**config.mk**
```make
export PLATFORM = sky130hd
export DESIGN_NAME = block_word_access
export DESIGN_NICKNAME = d
export VERILOG_FILES = /design/src/rtl/block_word_access_pkg.sv /design/src/rtl/block_word_merge.sv /design/src/rtl/block_word_access.sv
export SDC_FILE = /design/constraint.sdc
export NUM_CORES = 2
export LEC_CHECK = 0
export ABC_AREA = 0
export CORE_AREA = 8 8 423 425
export CTS_CLUSTER_DIAMETER = 150
export CTS_CLUSTER_SIZE = 14
export DETAILED_ROUTE_END_ITERATION = 16
export DIE_AREA = 0 0 431 433
export PLACE_DENSITY = 0.45
export REMOVE_ABC_BUFFERS = 1
export SLEW_MARGIN = 0
export SYNTH_ARGS = -nofsm -noshare
export SYNTH_HDL_FRONTEND = slang
export SYNTH_SLANG_ARGS = --single-unit
```
**constraint.sdc**
```tcl
create_clock -name clk -period 2.7 [get_ports clk]
set_input_delay 0.27 -clock clk [delete_from_list [all_inputs] [get_ports clk]]
set_output_delay 0.27 -clock clk [all_outputs]
set_load 0.01 [all_outputs]
```
**src/rtl/block_word_access_pkg.sv**
```systemverilog
// -----------------------------------------------------------------------------
// block_word_access_pkg
// Shared definitions for the block word access slice:
//   state_e   : response FSM state encoding
//   widths_ok : elaboration-time consistency check of WORDS against OFFSET_W
// -----------------------------------------------------------------------------
package block_word_access_pkg;

    typedef enum logic [0:0] {
        ST_IDLE = 1'b0,
        ST_RESP = 1'b1
    } state_e;

    // A line must hold at least two words, and the word index must address
    // exactly WORDS entries so that offset arithmetic wraps modulo WORDS.
    function automatic bit widths_ok(input int words, input int offset_w);
        bit ok_v;
        ok_v = (words >= 2) && ((32'd1 << offset_w) == words);
        return ok_v;
    endfunction

endpackage

```
**src/rtl/block_word_merge.sv**
```systemverilog
// -----------------------------------------------------------------------------
// block_word_merge
// Combinational byte merge of one word into a cache line.
//   line   : source line
//   offset : index of the word to update
//   word   : new word data
//   be     : byte enables, bit b selects byte b of the word
//   merged : line with the enabled bytes of word 'offset' replaced
// -----------------------------------------------------------------------------
module block_word_merge
    import block_word_access_pkg::*;
#(
    parameter int WORD_SIZE        = 32,
    parameter int BLOCK_DATA_WIDTH = 512,
    parameter int WORDS            = BLOCK_DATA_WIDTH / WORD_SIZE,
    parameter int OFFSET_W         = $clog2(WORDS),
    parameter int BE_W             = WORD_SIZE / 8
) (
    input  logic [BLOCK_DATA_WIDTH-1:0] line,
    input  logic [OFFSET_W-1:0]         offset,
    input  logic [WORD_SIZE-1:0]        word,
    input  logic [BE_W-1:0]             be,
    output logic [BLOCK_DATA_WIDTH-1:0] merged
);

    // Per-byte select: only bytes of the addressed word with their enable set change.
    always_comb begin
        merged = line;
        for (int w = 0; w < WORDS; w++) begin
            for (int b = 0; b < BE_W; b++) begin
                merged[w*WORD_SIZE + b*8 +: 8] =
                    ((offset == w[OFFSET_W-1:0]) && be[b]) ? word[b*8 +: 8]
                                                           : line[w*WORD_SIZE + b*8 +: 8];
            end
        end
    end

endmodule

```
**src/rtl/block_word_access.sv**
```systemverilog
// -----------------------------------------------------------------------------
// block_word_access
// Word-granular access to a cache line. A request is accepted in IDLE; the
// line is captured and the response beats follow from the captured copy.
//   Read : returns words offset, offset+1, ... (mod WORDS), critical word first.
//   Write: single beat; line_out = captured line with the word byte-merged,
//          rsp_rdata = the word before the merge.
// Ports: clk, rst_n (synchronous, active low), req_* request channel,
//        line_in source line, rsp_* response channel, line_out merged line.
// Configuration macro BLOCK_WORD_ACCESS_BURST_EN:
//   defined   -> multi-beat reads of req_len words, illegal lengths flagged
//                on rsp_err with a single zero beat.
//   undefined -> every read is a single beat, req_len ignored, rsp_err = 0.
// -----------------------------------------------------------------------------
module block_word_access
    import block_word_access_pkg::*;
#(
    parameter int WORD_SIZE        = 32,
    parameter int BLOCK_DATA_WIDTH = 512,
    parameter int WORDS            = BLOCK_DATA_WIDTH / WORD_SIZE,
    parameter int OFFSET_W         = $clog2(WORDS),
    parameter int BE_W             = WORD_SIZE / 8
) (
    input  logic                        clk,
    input  logic                        rst_n,
    input  logic                        req_valid,
    output logic                        req_ready,
    input  logic                        req_write,
    input  logic [OFFSET_W-1:0]         req_offset,
    input  logic [OFFSET_W:0]           req_len,
    input  logic [WORD_SIZE-1:0]        req_wdata,
    input  logic [BE_W-1:0]             req_be,
    input  logic [BLOCK_DATA_WIDTH-1:0] line_in,
    output logic                        rsp_valid,
    input  logic                        rsp_ready,
    output logic [WORD_SIZE-1:0]        rsp_rdata,
    output logic                        rsp_last,
    output logic [BLOCK_DATA_WIDTH-1:0] line_out,
    output logic                        rsp_err
);

    if (!widths_ok(WORDS, OFFSET_W) || (BE_W * 8 != WORD_SIZE) ||
        (WORDS * WORD_SIZE != BLOCK_DATA_WIDTH)) begin : g_bad_cfg
        $error("block_word_access: inconsistent width parameters");
    end

    state_e                              state_r, state_nxt_s;
    logic                                ready_r;
    logic                                rsp_valid_r, valid_nxt_s;
    logic [WORD_SIZE-1:0]                rsp_rdata_r, rdata_nxt_s;
    logic                                rsp_last_r, last_nxt_s;
    logic                                rsp_err_r, err_nxt_s;
    logic [BLOCK_DATA_WIDTH-1:0]         line_out_r, line_out_nxt_s;
    logic [BLOCK_DATA_WIDTH-1:0]         merged_s;
    logic [WORDS-1:0][WORD_SIZE-1:0]     line_in_words_s;
    logic                                handshake_s;

    assign line_in_words_s = line_in;
    assign handshake_s     = rsp_valid_r && rsp_ready;

`ifdef BLOCK_WORD_ACCESS_BURST_EN
    localparam logic [OFFSET_W:0] LEN_ZERO = {(OFFSET_W+1){1'b0}};
    localparam logic [OFFSET_W:0] LEN_ONE  = {{OFFSET_W{1'b0}}, 1'b1};
    localparam logic [OFFSET_W:0] LEN_MAX  = (OFFSET_W+1)'(WORDS);

    logic [WORDS-1:0][WORD_SIZE-1:0]     line_words_r;
    logic [OFFSET_W-1:0]                 offset_r;
    logic [OFFSET_W:0]                   len_r;
    logic [OFFSET_W-1:0]                 beat_r, beat_nxt_s;
    logic [OFFSET_W-1:0]                 rd_idx_s;
    logic                                capture_s;
    logic                                len_bad_s;

    assign len_bad_s = (req_len == LEN_ZERO) || (req_len > LEN_MAX);
`else
    logic unused_len_s;
    assign unused_len_s = ^req_len;
`endif

    block_word_merge #(
        .WORD_SIZE        (WORD_SIZE),
        .BLOCK_DATA_WIDTH (BLOCK_DATA_WIDTH),
        .WORDS            (WORDS),
        .OFFSET_W         (OFFSET_W),
        .BE_W             (BE_W)
    ) u_merge (
        .line   (line_in),
        .offset (req_offset),
        .word   (req_wdata),
        .be     (req_be),
        .merged (merged_s)
    );

    // Next-state and next-output logic; outputs hold unless a transition occurs.
    always_comb begin
        state_nxt_s    = state_r;
        valid_nxt_s    = rsp_valid_r;
        rdata_nxt_s    = rsp_rdata_r;
        last_nxt_s     = rsp_last_r;
        err_nxt_s      = rsp_err_r;
        line_out_nxt_s = line_out_r;
`ifdef BLOCK_WORD_ACCESS_BURST_EN
        beat_nxt_s     = beat_r;
        rd_idx_s       = offset_r;
        capture_s      = 1'b0;
`endif
        case (state_r)
            ST_IDLE: begin
                if (req_valid) begin
                    state_nxt_s = ST_RESP;
                    valid_nxt_s = 1'b1;
`ifdef BLOCK_WORD_ACCESS_BURST_EN
                    capture_s   = 1'b1;
                    beat_nxt_s  = {OFFSET_W{1'b0}};
`endif
                    if (req_write) begin
                        rdata_nxt_s    = line_in_words_s[req_offset];
                        last_nxt_s     = 1'b1;
                        err_nxt_s      = 1'b0;
                        line_out_nxt_s = merged_s;
                    end else begin
`ifdef BLOCK_WORD_ACCESS_BURST_EN
                        if (len_bad_s) begin
                            rdata_nxt_s = {WORD_SIZE{1'b0}};
                            last_nxt_s  = 1'b1;
                            err_nxt_s   = 1'b1;
                        end else begin
                            rdata_nxt_s = line_in_words_s[req_offset];
                            last_nxt_s  = (req_len == LEN_ONE);
                            err_nxt_s   = 1'b0;
                        end
`else
                        rdata_nxt_s = line_in_words_s[req_offset];
                        last_nxt_s  = 1'b1;
                        err_nxt_s   = 1'b0;
`endif
                    end
                end else begin
                    state_nxt_s = ST_IDLE;
                end
            end
            ST_RESP: begin
                if (handshake_s && rsp_last_r) begin
                    state_nxt_s = ST_IDLE;
                    valid_nxt_s = 1'b0;
                    rdata_nxt_s = {WORD_SIZE{1'b0}};
                    last_nxt_s  = 1'b0;
                    err_nxt_s   = 1'b0;
                end else if (handshake_s) begin
`ifdef BLOCK_WORD_ACCESS_BURST_EN
                    // Offset plus beat wraps naturally in OFFSET_W bits (mod WORDS).
                    beat_nxt_s  = beat_r + {{(OFFSET_W-1){1'b0}}, 1'b1};
                    rd_idx_s    = offset_r + beat_nxt_s;
                    rdata_nxt_s = line_words_r[rd_idx_s];
                    last_nxt_s  = ({1'b0, beat_nxt_s} == (len_r - LEN_ONE));
`else
                    state_nxt_s = ST_IDLE;
                    valid_nxt_s = 1'b0;
                    rdata_nxt_s = {WORD_SIZE{1'b0}};
                    last_nxt_s  = 1'b0;
                    err_nxt_s   = 1'b0;
`endif
                end else begin
                    state_nxt_s = ST_RESP;
                end
            end
            default: begin
                state_nxt_s = ST_IDLE;
                valid_nxt_s = 1'b0;
                rdata_nxt_s = {WORD_SIZE{1'b0}};
                last_nxt_s  = 1'b0;
                err_nxt_s   = 1'b0;
            end
        endcase
    end

    // State and registered response outputs; reset dominates any handshake.
    always_ff @(posedge clk) begin
        if (!rst_n) begin
            state_r     <= ST_IDLE;
            ready_r     <= 1'b1;
            rsp_valid_r <= 1'b0;
            rsp_rdata_r <= {WORD_SIZE{1'b0}};
            rsp_last_r  <= 1'b0;
            rsp_err_r   <= 1'b0;
            line_out_r  <= {BLOCK_DATA_WIDTH{1'b0}};
        end else begin
            state_r     <= state_nxt_s;
            ready_r     <= (state_nxt_s == ST_IDLE);
            rsp_valid_r <= valid_nxt_s;
            rsp_rdata_r <= rdata_nxt_s;
            rsp_last_r  <= last_nxt_s;
            rsp_err_r   <= err_nxt_s;
            line_out_r  <= line_out_nxt_s;
        end
    end

`ifdef BLOCK_WORD_ACCESS_BURST_EN
    // Captured request context and beat counter for multi-beat reads.
    always_ff @(posedge clk) begin
        if (!rst_n) begin
            line_words_r <= {BLOCK_DATA_WIDTH{1'b0}};
            offset_r     <= {OFFSET_W{1'b0}};
            len_r        <= {(OFFSET_W+1){1'b0}};
            beat_r       <= {OFFSET_W{1'b0}};
        end else begin
            beat_r <= beat_nxt_s;
            if (capture_s) begin
                line_words_r <= line_in;
                offset_r     <= req_offset;
                len_r        <= req_len;
            end else begin
                line_words_r <= line_words_r;
                offset_r     <= offset_r;
                len_r        <= len_r;
            end
        end
    end
`endif

    assign req_ready = ready_r;
    assign rsp_valid = rsp_valid_r;
    assign rsp_rdata = rsp_rdata_r;
    assign rsp_last  = rsp_last_r;
    assign rsp_err   = rsp_err_r;
    assign line_out  = line_out_r;

endmodule

```
==> results.ini <==
[synth]
muxShareOfSynthArea_pct = 13.0
syn_inst = 3354
synth_ff_type = dfxtp_1
synthSimpleGateAreaFrac_pct = 16.0
yosysWarningCount = 0
synth_area_mm2 = 0.0283
seq_area_frac_synth_pct = 38.7
synth_seq_cells = 547
synthAdderAreaFrac_pct = 0
synth_edf_count = 0
ys_async_sr_fraction_pct = 0
avgSynthCellArea_um2 = 8.44
synth_top_family_by_area = compound AO/OA/AOI/OAI gates
synth_cell_types = 37
synth_compound_area_share_pct = 26.4
synth-xor-area-share_pct = 0

[timing]
max_freq_ghz = 0.464
rsz0062_at_grt = no
worstMarginPinSlew_ns = 0.860
layout_setup_ws_ns = 0.544
fin_crit_sh_pct = 79.9
period_needed_ns = 2.16
hold_viol = 0
drv_slew = 0
worst_hold_slack_ns = 0.251
setup_viol = 0
max-slew-margin-rel_pct = 42.5
skew_ns = 0.0231

[worst_setup_path]
r2r_end = line_out[424]
worstPathCellList = clkdlybuf4s50_1
reg2reg_depth = 7
r2r_slack_ns = 0.57
r2r-start = state_r
crit_fanout = 2
worstSetupEndpointType = output port
critPathTopFamily = buffers and inverters
worstPathRequired_ns = 2.43
start_kind = register
worstPathArrival_ns = 1.89
critPathSlowestCell = clkdlybuf4s50_1
crit_type = reg2out
slowest_delay_ns = 0.90
path_buf_inv = 1

[power_and_ir_drop]
power.switching_w = 0.00729
p_sw_share_pct = 33.5
total_power_w = 0.0218
powerDensity_mw_per_mm2 = 490
ir_drop_mv = 0.391
seqPwrFrac_pct = 41.5
pwr-share-comb_pct = 27.8
clkPwrFrac_pct = 30.8
p_leak_nw = 14.9
intPower_w = 0.0145

[cells_and_area]
final_common_cell = clkdlybuf4s50_1
layout-drive-gt1-share_pct = 10.0
fin_util_pct = 25.7
nets = 4966
area_growth_pct = 56.8
stdcell_area_mm2 = 0.0444
final_cell_mix = clkdlybuf4s50_1 (1,099), nor2_1 (566), dfxtp_1 (547), nand2_1 (418), a311oi_1 (416)

[route]
vias_per_cell = 4.89
drt_first_pass_iters = 6
wl_um = 218000
wire_per_inst_um = 32.3
dr_total_vias = 33100
drc = 0
dr.first_iter.drc_count = 3187
ant_nets = 0

[min_path]
hold_depth = 3
hp-class = in2reg
min_to = line_out[300]
holdCritStartpoint = line_in[300]

[grt]
grt_pass1_wl_um = 289000
top_usage_layer = met2
grt_antenna_before_repair = 45
use_met1_pct = 27.0
grtUsageMet3_pct = 5.22
grt_max_degree = 92
grt_overflow = 0
grt_pass1_vias = 32100
grt_use_total_pct = 21.9
met2_usage_pct = 36.5

[flow_run]
max-cap-violations = 0

[die]
rows = 153
die_h_um = 433
die_area_mm2 = 0.187
fp.coreArea_mm2 = 0.172
die_w_um = 431
ios = 1110
start_util_pct = 16.4

[cts]
clk_pin_slew_ns = 0.08
cts_tree = done
cts_max_path_buffers = 3
clk_latency_ns = 0.63
cts.repair.resized = 0
postCtsHoldBufs = 0
htree_levels = 2
cts.sinks = 547
clock-root-buffer = clkbuf_16
post_cts_buffers = 0
numCtsBuffers = 46

[placement]
dp_slack_ns = 0.0688
port_buffers = 1103
gp_congestion = 0.938
placed_area_mm2 = 0.0431
dp_hpwl_um = 173000

[run_status]
outcome = complete, no violations

cells by family (layout without fill, tap and decap cells):
group / after synthesis / count (layout)
multiplexers: 287 / 287
AO/OA/AOI/OAI: 1058 / 1058
buffers and inverters: 364 / 1419
AND/OR/NAND/NOR: 1097 / 1097
flip-flops: 547 / 547
other: 1 / 27
worst max path at each step:
stage / startpoint / endpoint / slack (ns) / cells after the start
2_1_floorplan: state_r / line_out[100] / -16.23 / 3
3_3_place_gp: req_offset[2] / line_out[144] / 0.06 / 7
3_5_place_dp: req_offset[2] / line_out[144] / 0.07 / 7
4_1_cts: line_out[362] / line_out[362] / 0.39 / 1
5_1_grt: rsp_rdata[11] / rsp_rdata[11] / 0.45 / 1
6_report: line_out[506] / line_out[506] / 0.54 / 1
cell type report:
cell class / instances / area, µm²
repair buffers: 1364 / 13500
well taps: 2325 / 2910
diodes: 26 / 65.1
inverters: 2 / 15.0
clock buffers: 48 / 1180
fillers: 18800 / 128000
flip-flops and latches: 547 / 11000
multi-input cells: 2443 / 15700
clock inverters: 5 / 46.3
power by group through the flow:
stage / clock network [W] / registers [W] / logic, W
after global placement: 0 / 0.00919 / 0.00603
after CTS: 0.00693 / 0.00902 / 0.00606
after global routing: 0.00718 / 0.00908 / 0.00634
after floorplan: 0 / 0.00936 / 0.00235
final: 0.00669 / 0.00902 / 0.00604
after detailed placement: 0 / 0.00920 / 0.00603
worst min-delay path, cell delays in order:
cell and delay [ns]:
clkdlybuf4s50_1 0.41, o21ai_0 0.08, a311oi_1 0.08
synth_stat cells (13+ instances only):
cell	instances	area (µm²)
nor2_1	568	2130
dfxtp_1	547	11000
nand2_1	419	1570
a311oi_1	416	3640
o21ai_0	407	2040
mux2i_1	223	2230
clkbuf_1	211	792
a211oi_1	128	961
buf_2	119	596
mux4_2	64	1440
nor2b_1	36	225
a21oi_1	32	160
a221o_1	32	320
a221oi_1	32	280
nor2_2	21	131
buf_6	17	191
buf_4	13	97.6
nand3b_1	13	97.6
flip-flops by register name, summed over array words and instances (netlist names):
register / cells
line_out: 512
state_r: 1
req_ready: 1
rsp_rdata: 32
rsp_last: 1
routing by layer:
metal,part of all wire (%),up-vias,wire length [µm]
li1,-,14600,-
met1,40,16600,87300
met2,48,1591,104000
met3,7.7,302,16800
met4,4.6,6,9940
met5,0.016,-,34
stage by stage:
step,setup TNS (ns),instances
after CTS,0,6734
after global routing,0,6758
after global placement,0,6681
final,0,6760
after detailed placement,0,6681
after floorplan,-8286.07,2992
No activity file was read; power rests on OpenSTA's default activity.
